### config.mk
export PLATFORM = sky130hd
export DESIGN_NAME = spi_hid_rx
export DESIGN_NICKNAME = d
export VERILOG_FILES = /design/src/rtl/spi_hid_pkg.sv /design/src/rtl/spi_hid_sync.sv /design/src/rtl/spi_hid_rx.sv
export SDC_FILE = /design/constraint.sdc
export NUM_CORES = 1
export LEC_CHECK = 0
export CAP_MARGIN = 20
export CORE_MARGIN = 2
export CORE_UTILIZATION = 57
export CTS_CLUSTER_DIAMETER = 50
export CTS_CLUSTER_SIZE = 12
export DETAILED_ROUTE_END_ITERATION = 8
export GPL_TIMING_DRIVEN = 0
export PLACE_DENSITY = 0.81
export SETUP_SLACK_MARGIN = 0.5
export SLEW_MARGIN = 25
export SYNTH_ARGS = -nofsm -noshare
export SYNTH_HDL_FRONTEND = slang
export SYNTH_SLANG_ARGS = --single-unit
export TNS_END_PERCENT = 10
### constraint.sdc
create_clock -name CLKCPU_A -period 2.8 [get_ports CLKCPU_A]
set_input_delay 0.56 -clock CLKCPU_A [delete_from_list [all_inputs] [get_ports CLKCPU_A]]
set_output_delay 0.56 -clock CLKCPU_A [all_outputs]
set_load 0.005 [all_outputs]
### src/rtl/spi_hid_pkg.sv
// spi_hid_pkg -- shared definitions for the SPI HID frame receiver.
//   * command codes sent by the ARM in byte 0 of a frame
//   * payload length (in bytes) per command
//   * receiver FSM state encoding
//   * joystick bit positions inside a JOYx word
package spi_hid_pkg;

    localparam logic [7:0] CMD_JOY0  = 8'h01;
    localparam logic [7:0] CMD_JOY1  = 8'h02;
    localparam logic [7:0] CMD_MOUSE = 8'h04;

    localparam logic [1:0] LEN_JOY   = 2'd1;
    localparam logic [1:0] LEN_MOUSE = 2'd3;

    // JOYx word is {fire2,fire,up,down,left,right}
    localparam int JOY_RIGHT = 0;
    localparam int JOY_FIRE2 = 5;

    typedef enum logic [1:0] {
        ST_IDLE    = 2'd0,
        ST_CMD     = 2'd1,
        ST_PAYLOAD = 2'd2,
        ST_SKIP    = 2'd3
    } state_t;

    function automatic logic cmd_known(input logic [7:0] cmd);
        return (cmd == CMD_JOY0) || (cmd == CMD_JOY1) || (cmd == CMD_MOUSE);
    endfunction

    function automatic logic [1:0] payload_len(input logic [7:0] cmd);
        return (cmd == CMD_MOUSE) ? LEN_MOUSE : LEN_JOY;
    endfunction

endpackage

### src/rtl/spi_hid_sync.sv
// spi_hid_sync -- brings the asynchronous SPI pins into the CPU clock domain.
// Ports:
//   clk, rst_n            system clock, asynchronous active-low reset
//   spi_ck/nss/mosi       raw SPI pins
//   sck_rise, sck_fall    one-cycle pulses on synchronised SCK edges
//   nss_fall              one-cycle pulse when synchronised NSS goes low
//   nss_high              synchronised NSS level (1 = deselected)
//   mosi                  synchronised MOSI, aligned with sck_rise
// All sync flops reset to 0, so NSS must be seen high before a falling edge
// can be reported; a reset released mid-frame never starts a bogus frame.
module spi_hid_sync (
    input  logic clk,
    input  logic rst_n,
    input  logic spi_ck,
    input  logic spi_nss,
    input  logic spi_mosi,
    output logic sck_rise,
    output logic sck_fall,
    output logic nss_fall,
    output logic nss_high,
    output logic mosi
);

    logic [2:0] raw;
    logic [2:0] meta_q;
    logic [2:0] sync_q;
    logic       sck_prev_q;
    logic       nss_prev_q;

    // bit 0 = SCK, bit 1 = NSS, bit 2 = MOSI
    assign raw = {spi_mosi, spi_nss, spi_ck};

    generate
        for (genvar gi = 0; gi < 3; gi++) begin : g_sync
            always_ff @(posedge clk or negedge rst_n) begin
                if (!rst_n) begin
                    meta_q[gi] <= 1'b0;
                    sync_q[gi] <= 1'b0;
                end else begin
                    meta_q[gi] <= raw[gi];
                    sync_q[gi] <= meta_q[gi];
                end
            end
        end
    endgenerate

    always_ff @(posedge clk or negedge rst_n) begin
        if (!rst_n) begin
            sck_prev_q <= 1'b0;
            nss_prev_q <= 1'b0;
        end else begin
            sck_prev_q <= sync_q[0];
            nss_prev_q <= sync_q[1];
        end
    end

    assign sck_rise = sync_q[0] & ~sck_prev_q;
    assign sck_fall = ~sync_q[0] & sck_prev_q;
    assign nss_fall = ~sync_q[1] & nss_prev_q;
    assign nss_high = sync_q[1];
    assign mosi     = sync_q[2];

endmodule

### src/rtl/spi_hid_rx.sv
// spi_hid_rx -- SPI-slave receiver for HID frames (joystick / mouse) from the ARM.
// Ports:
//   CLKCPU_A, RESET_n     system clock, asynchronous active-low reset
//   SPI_CK/NSS/MOSI       SPI mode-0 slave inputs (oversampled)
//   SPI_MISO              CORE_ID during byte 0 of a frame, 0 otherwise
//   JOY0, JOY1            {fire2,fire,up,down,left,right}, 1 = pressed
//   MOUSE_BUTTONS         {middle,right,left}
//   MOUSE_DATA            {ycount,xcount}, accumulated 8-bit counters
//   FRAME_STB             one-cycle pulse when a frame is committed
// Optional: define SPI_HID_WATCHDOG_EN to release JOY0/JOY1/MOUSE_BUTTONS
// after TIMEOUT_CYCLES cycles without a committed frame.
module spi_hid_rx
    import spi_hid_pkg::*;
#(
    parameter logic [7:0]  CORE_ID        = 8'hA1,
    parameter logic [23:0] TIMEOUT_CYCLES = 24'd2_000_000
) (
    input  logic        CLKCPU_A,
    input  logic        RESET_n,
    input  logic        SPI_CK,
    input  logic        SPI_NSS,
    input  logic        SPI_MOSI,
    output logic        SPI_MISO,
    output logic [5:0]  JOY0,
    output logic [5:0]  JOY1,
    output logic [2:0]  MOUSE_BUTTONS,
    output logic [15:0] MOUSE_DATA,
    output logic        FRAME_STB
);

    logic sck_rise, sck_fall, nss_fall, nss_high, mosi;

    spi_hid_sync u_sync (
        .clk      (CLKCPU_A),
        .rst_n    (RESET_n),
        .spi_ck   (SPI_CK),
        .spi_nss  (SPI_NSS),
        .spi_mosi (SPI_MOSI),
        .sck_rise (sck_rise),
        .sck_fall (sck_fall),
        .nss_fall (nss_fall),
        .nss_high (nss_high),
        .mosi     (mosi)
    );

    state_t      state_q, state_d;
    logic [6:0]  shift_q, shift_d;
    logic [2:0]  bit_cnt_q, bit_cnt_d;
    logic [1:0]  byte_cnt_q, byte_cnt_d;
    logic [7:0]  cmd_q, cmd_d;
    logic [2:0]  btn_hold_q, btn_hold_d;
    logic [7:0]  dx_hold_q, dx_hold_d;
    logic [7:0]  miso_sr_q, miso_sr_d;
    logic [5:0]  joy0_q, joy0_d, joy1_q, joy1_d;
    logic [2:0]  buttons_q, buttons_d;
    logic [7:0]  mouse_x_q, mouse_x_d, mouse_y_q, mouse_y_d;
    logic        frame_stb_q, frame_stb_d;

    logic [7:0]  rx_byte;
    logic        byte_done;
    logic        commit;

    // rx_byte is the byte as it stands once the current MOSI bit is shifted in
    assign rx_byte   = {shift_q, mosi};
    assign byte_done = sck_rise && (bit_cnt_q == 3'd7);

`ifdef SPI_HID_WATCHDOG_EN
    logic [23:0] wd_cnt_q, wd_cnt_d;
`else
    logic unused_timeout;
    assign unused_timeout = ^TIMEOUT_CYCLES;
`endif

    always_comb begin
        state_d     = state_q;
        shift_d     = shift_q;
        bit_cnt_d   = bit_cnt_q;
        byte_cnt_d  = byte_cnt_q;
        cmd_d       = cmd_q;
        btn_hold_d  = btn_hold_q;
        dx_hold_d   = dx_hold_q;
        miso_sr_d   = miso_sr_q;
        joy0_d      = joy0_q;
        joy1_d      = joy1_q;
        buttons_d   = buttons_q;
        mouse_x_d   = mouse_x_q;
        mouse_y_d   = mouse_y_q;
        frame_stb_d = 1'b0;
        commit      = 1'b0;

        if (sck_rise) begin
            shift_d   = rx_byte[6:0];
            bit_cnt_d = bit_cnt_q + 3'd1;
        end
        // zeros shift in behind CORE_ID, so MISO reads 0 after byte 0
        if (sck_fall) begin
            miso_sr_d = {miso_sr_q[6:0], 1'b0};
        end

        case (state_q)
            ST_IDLE: begin
                shift_d    = '0;
                bit_cnt_d  = '0;
                byte_cnt_d = '0;
                miso_sr_d  = '0;
                if (nss_fall) begin
                    state_d   = ST_CMD;
                    miso_sr_d = CORE_ID;
                end
            end
            ST_CMD: begin
                if (byte_done) begin
                    if (cmd_known(rx_byte)) begin
                        cmd_d      = rx_byte;
                        byte_cnt_d = '0;
                        state_d    = ST_PAYLOAD;
                    end else begin
                        state_d = ST_SKIP;
                    end
                end
            end
            ST_PAYLOAD: begin
                if (byte_done) begin
                    byte_cnt_d = byte_cnt_q + 2'd1;
                    if (byte_cnt_q == payload_len(cmd_q) - 2'd1) begin
                        commit  = 1'b1;
                        state_d = ST_SKIP;
                    end else if (byte_cnt_q == 2'd0) begin
                        btn_hold_d = rx_byte[2:0];
                    end else begin
                        dx_hold_d = rx_byte;
                    end
                end
            end
            default: ; // ST_SKIP: wait for NSS to rise
        endcase

        // Deselect overrides everything, including a byte completing in the
        // same sample: the partial frame is dropped without a commit.
        if (nss_high) begin
            state_d    = ST_IDLE;
            shift_d    = '0;
            bit_cnt_d  = '0;
            byte_cnt_d = '0;
            miso_sr_d  = '0;
            commit     = 1'b0;
        end

`ifdef SPI_HID_WATCHDOG_EN
        // Saturated counter keeps the pad outputs released until a frame lands.
        if (wd_cnt_q == TIMEOUT_CYCLES - 24'd1) begin
            joy0_d    = '0;
            joy1_d    = '0;
            buttons_d = '0;
        end
`endif

        if (commit) begin
            frame_stb_d = 1'b1;
            case (cmd_q)
                CMD_JOY0: joy0_d = rx_byte[JOY_FIRE2:JOY_RIGHT];
                CMD_JOY1: joy1_d = rx_byte[JOY_FIRE2:JOY_RIGHT];
                default: begin
                    // 8-bit modulo add equals the sign-extended delta add
                    buttons_d = btn_hold_q;
                    mouse_x_d = mouse_x_q + dx_hold_q;
                    mouse_y_d = mouse_y_q + rx_byte;
                end
            endcase
        end

`ifdef SPI_HID_WATCHDOG_EN
        if (frame_stb_d) begin
            wd_cnt_d = '0;
        end else if (wd_cnt_q != TIMEOUT_CYCLES - 24'd1) begin
            wd_cnt_d = wd_cnt_q + 24'd1;
        end else begin
            wd_cnt_d = wd_cnt_q;
        end
`endif
    end

    always_ff @(posedge CLKCPU_A or negedge RESET_n) begin
        if (!RESET_n) begin
            state_q     <= ST_IDLE;
            shift_q     <= '0;
            bit_cnt_q   <= '0;
            byte_cnt_q  <= '0;
            cmd_q       <= '0;
            btn_hold_q  <= '0;
            dx_hold_q   <= '0;
            miso_sr_q   <= '0;
            joy0_q      <= '0;
            joy1_q      <= '0;
            buttons_q   <= '0;
            mouse_x_q   <= '0;
            mouse_y_q   <= '0;
            frame_stb_q <= 1'b0;
        end else begin
            state_q     <= state_d;
            shift_q     <= shift_d;
            bit_cnt_q   <= bit_cnt_d;
            byte_cnt_q  <= byte_cnt_d;
            cmd_q       <= cmd_d;
            btn_hold_q  <= btn_hold_d;
            dx_hold_q   <= dx_hold_d;
            miso_sr_q   <= miso_sr_d;
            joy0_q      <= joy0_d;
            joy1_q      <= joy1_d;
            buttons_q   <= buttons_d;
            mouse_x_q   <= mouse_x_d;
            mouse_y_q   <= mouse_y_d;
            frame_stb_q <= frame_stb_d;
        end
    end

`ifdef SPI_HID_WATCHDOG_EN
    always_ff @(posedge CLKCPU_A or negedge RESET_n) begin
        if (!RESET_n) begin
            wd_cnt_q <= '0;
        end else begin
            wd_cnt_q <= wd_cnt_d;
        end
    end
`endif

    assign SPI_MISO      = miso_sr_q[7];
    assign JOY0          = joy0_q;
    assign JOY1          = joy1_q;
    assign MOUSE_BUTTONS = buttons_q;
    assign MOUSE_DATA    = {mouse_y_q, mouse_x_q};
    assign FRAME_STB     = frame_stb_q;

endmodule

==> impl_results.md <==
* # IOs at 38
* Yosys reg bits at 81
* CTS Buffer Depth at 2
* TritonCTS clock tree: yes
* Register area share after synthesis at 0.518
* Routed vias at 2770
* Die width at 86.8 um
* R2R Path End: JOY0[1]$_DFFE_PN0P_
* Outcome: complete, no violations
* Number of DRC markers in iteration 0 at roughly 120
* Vias per cell at 5.61
* Async S/R FF share, synth at 1.00
* Fin area at 4670 um^2
* Post-synth top flop: dfrtp_1
* Cell Area, Placed at 4410 um^2
* Pwr dens at approximately 570 nW/um^2
* Final setup viols at 0
* IO Port Bufs at 37
* Placed Cells at 477
* DP Wirelength at 5400 um
* Max-slew violations at 0
* Pwr Total at between 2 and 3 mW
* YS warnings at 0
* Post-route ant nets at 0
* Post-synthesis cell type count at 47
* Worst-Margin Slew at roughly 450 ps
* HP Class: in2async
* Area taken by multi-input logic gates at 1770 um^2
* Max-cap viol count at 0
* P&R area growth vs syn at 19.5%
* WP data arrival at 2470 ps
* Max frequency at 0.448 GHz
* Largest net degree at the start of global routing at 53
* Post-Route WL at between 7000 and 8000 um
* Final Hold Fails at 0
* Critical path fanouts, max at 7
* CP startpoint kind: flop
* Drt wl/cell at 15.7 um
* Num rows at 30
* Crit. End Element: flop
* Flop-to-flop setup slack at 570 ps
* Global placement routability congestion at approximately 0.80
* Layout cell share with drive strength beyond 1 at 0.128
* Average cell area after synthesis at 10.9 um^2
* Htree depth at 3
* Worst-path clk slew at 80 ps
* Vias in the first global route at between 2000 and 3000
* Post-route DRC violation count at 0
* Initial core utilization at 0.582
* Slew HR at 0.694
* First-pass GRT wire length at 13200 um
* Num CTS Buffers at 9
* Filler Cell Count at 500
* Peak supply drop at 0.392 mV
* Clock Skew at just under 8 ps
* Root Driver: clkbuf_8
* GRT Total Usage at 0.228
* Reg area at about 2000 um^2
* Worst r2r src: state_q[0]$_DFFE_PN0P_
* Worst Setup Path Type: reg2reg
* Number of synthesized flops with an enable pin at 0
* DRT Pass-1 Iters at 4
* Die H at 86.8 um
* Tmin final at 2230 ps
* Worst skew pair latency at 350 ps
* Worst reg-to-reg path cell count at 6
* Syn Nets at 386
* Final period util at 0.797
* Req. time, crit path at 3040 ps
* Core area at 6720 um^2
* Initial antenna violation count at 0
* Syn Inst Count at ~360
* Hold_buf cts at 0
* RSZ-0062 raised after global routing: true
* Total grt overflow at 0
* Post-Layout Cell Count at 494
* P_leak at 2.16 nW
* Clock sinks at 81
* Synth Cell Area at 3910 um^2
* Die ar. at 7540 um^2
* ANT cells at 0
* Final nets at 436
worst max-delay path, cell delays in order, from the launching register on:
cell,delay (ps)
dfrtp_1,400
inv_1,100
ha_1,280
nand4b_1,230
nor4_1,350
nand4_1,370
mux2_2,390
state kept, by name, indices dropped and copies added (netlist names), 6 cells and up:
| name | cells |
|---|---|
| dx_hold_q | 8 |
| shift_q | 7 |
| miso_sr_q | 8 |
| JOY1 | 6 |
| mouse_x_q | 8 |
| mouse_y_q | 8 |
| cmd_q | 8 |
| JOY0 | 6 |
how the worst max path moves through the flow:
stage / start / endpoint / slack [ps] / cells past startpoint
2_1_floorplan: cmd_q[0]$_DFFE_PN0P_ / dx_hold_q[1]$_DFFE_PN0P_ / 840 / 5
3_3_place_gp: RESET_n / miso_sr_q[4]$_DFFE_PN0P_ / -1570 / 1
3_5_place_dp: state_q[0]$_DFFE_PN0P_ / JOY1[5]$_DFFE_PN0P_ / 590 / 6
4_1_cts: state_q[0]$_DFFE_PN0P_ / JOY1[5]$_DFFE_PN0P_ / 560 / 6
5_1_grt: state_q[0]$_DFFE_PN0P_ / JOY0[1]$_DFFE_PN0P_ / 290 / 6
6_report: state_q[0]$_DFFE_PN0P_ / JOY0[1]$_DFFE_PN0P_ / 570 / 6
layout make-up:
class	count	area share
clock buffers	11	0.0281
flip-flops and latches	81	0.434
clock inverters	5	0.0273
well taps	80	0.0214
repair buffers	39	0.0862
multi-input cells	249	0.379
plain buffers	11	0.00911
inverters	18	0.0145
power breakdown:
group	total (mW)	switching (mW)	internal (mW)	leakage [nW]
clock	1.10	0.420	0.683	0.124
combinational	0.308	0.190	0.119	0.924
sequential	1.23	0.0251	1.20	1.11
per-layer routing:
layer	track usage	routed length, um	vias to the layer above
li1	-	-	1341
met3	0.0552	316	14
met2	0.369	3840	56
met1	0.299	3460	1359
met4	0.0852	137	0
met5	0	0	-
cell usage after synthesis (all sizes together), types with 3 or more instances:
master,n,share of area
nand3,7,0.010
xnor2,4,0.0090
a31oi,5,0.0080
o21ai,17,0.023
nand2,52,0.052
nor2b,5,0.0080
o21a,4,0.0077
a21oi,29,0.039
nor4,3,0.0048
dfrtp,81,0.52
o31ai,3,0.0058
or3,5,0.0093
and2,5,0.0080
mux2,33,0.10
inv,18,0.017
nor3,4,0.0051
nand2b,7,0.011
nor2,15,0.014
xor2,7,0.016
clkbuf,9,0.0086
ha,20,0.064
kinds of logic (layout without fill, tap and decap cells):
kind of cell / count (synthesis) / in the layout / share of synthesized area
fa+ha+maj: 22 / 22 / 0.0742
xor+xnor: 11 / 11 / 0.0246
buf+inv: 29 / 84 / 0.0282
compound gates: 66 / 66 / 0.0989
flops: 81 / 81 / 0.518
simple gates: 115 / 115 / 0.148
mux: 35 / 35 / 0.108
cell usage in the layout, fill, tap and decap left out, drive strengths merged, types with 2 or more instances in the layout:
| cell | count |
|---|---|
| dfrtp | 81 |
| nand2 | 52 |
| clkdlybuf4s50 | 36 |
| mux2 | 33 |
| a21oi | 29 |
| ha | 20 |
| clkbuf | 20 |
| inv | 18 |
| o21ai | 17 |
| nor2 | 15 |
| nand2b | 7 |
| xor2 | 7 |
| nand3 | 7 |
| nor2b | 5 |
| a31oi | 5 |
| and2 | 5 |
| or3 | 5 |
| buf | 5 |
| nor3 | 4 |
| o21a | 4 |
| xnor2 | 4 |
| bufinv | 4 |
| nor4 | 3 |
| o31ai | 3 |
| nand4b | 2 |
| or2 | 2 |
| nand4 | 2 |
| nor4b | 2 |
| mux2i | 2 |
| o211ai | 2 |
| o21bai | 2 |
| fa | 2 |
metrics by stage:
| stage | setup slack, ps | util | TNS, ps | hold WS [ps] |
|---|---|---|---|---|
| detailed placement | 587 | 0.656 | 0 | 336 |
| finish | 567 | 0.695 | 0 | 129 |
| floorplan | 838 | - | 0 | 264 |
| global placement | -1570 | 0.652 | -126390 | 333 |
| CTS | 560 | 0.694 | 0 | 122 |
| global route | 289 | 0.695 | 0 | 149 |
repair_timing:
action	CTS	global route
gates resized for setup	0	0
setup endpoints to repair	0	22
setup buffers	0	1
(Power assumes the default switching activity.)
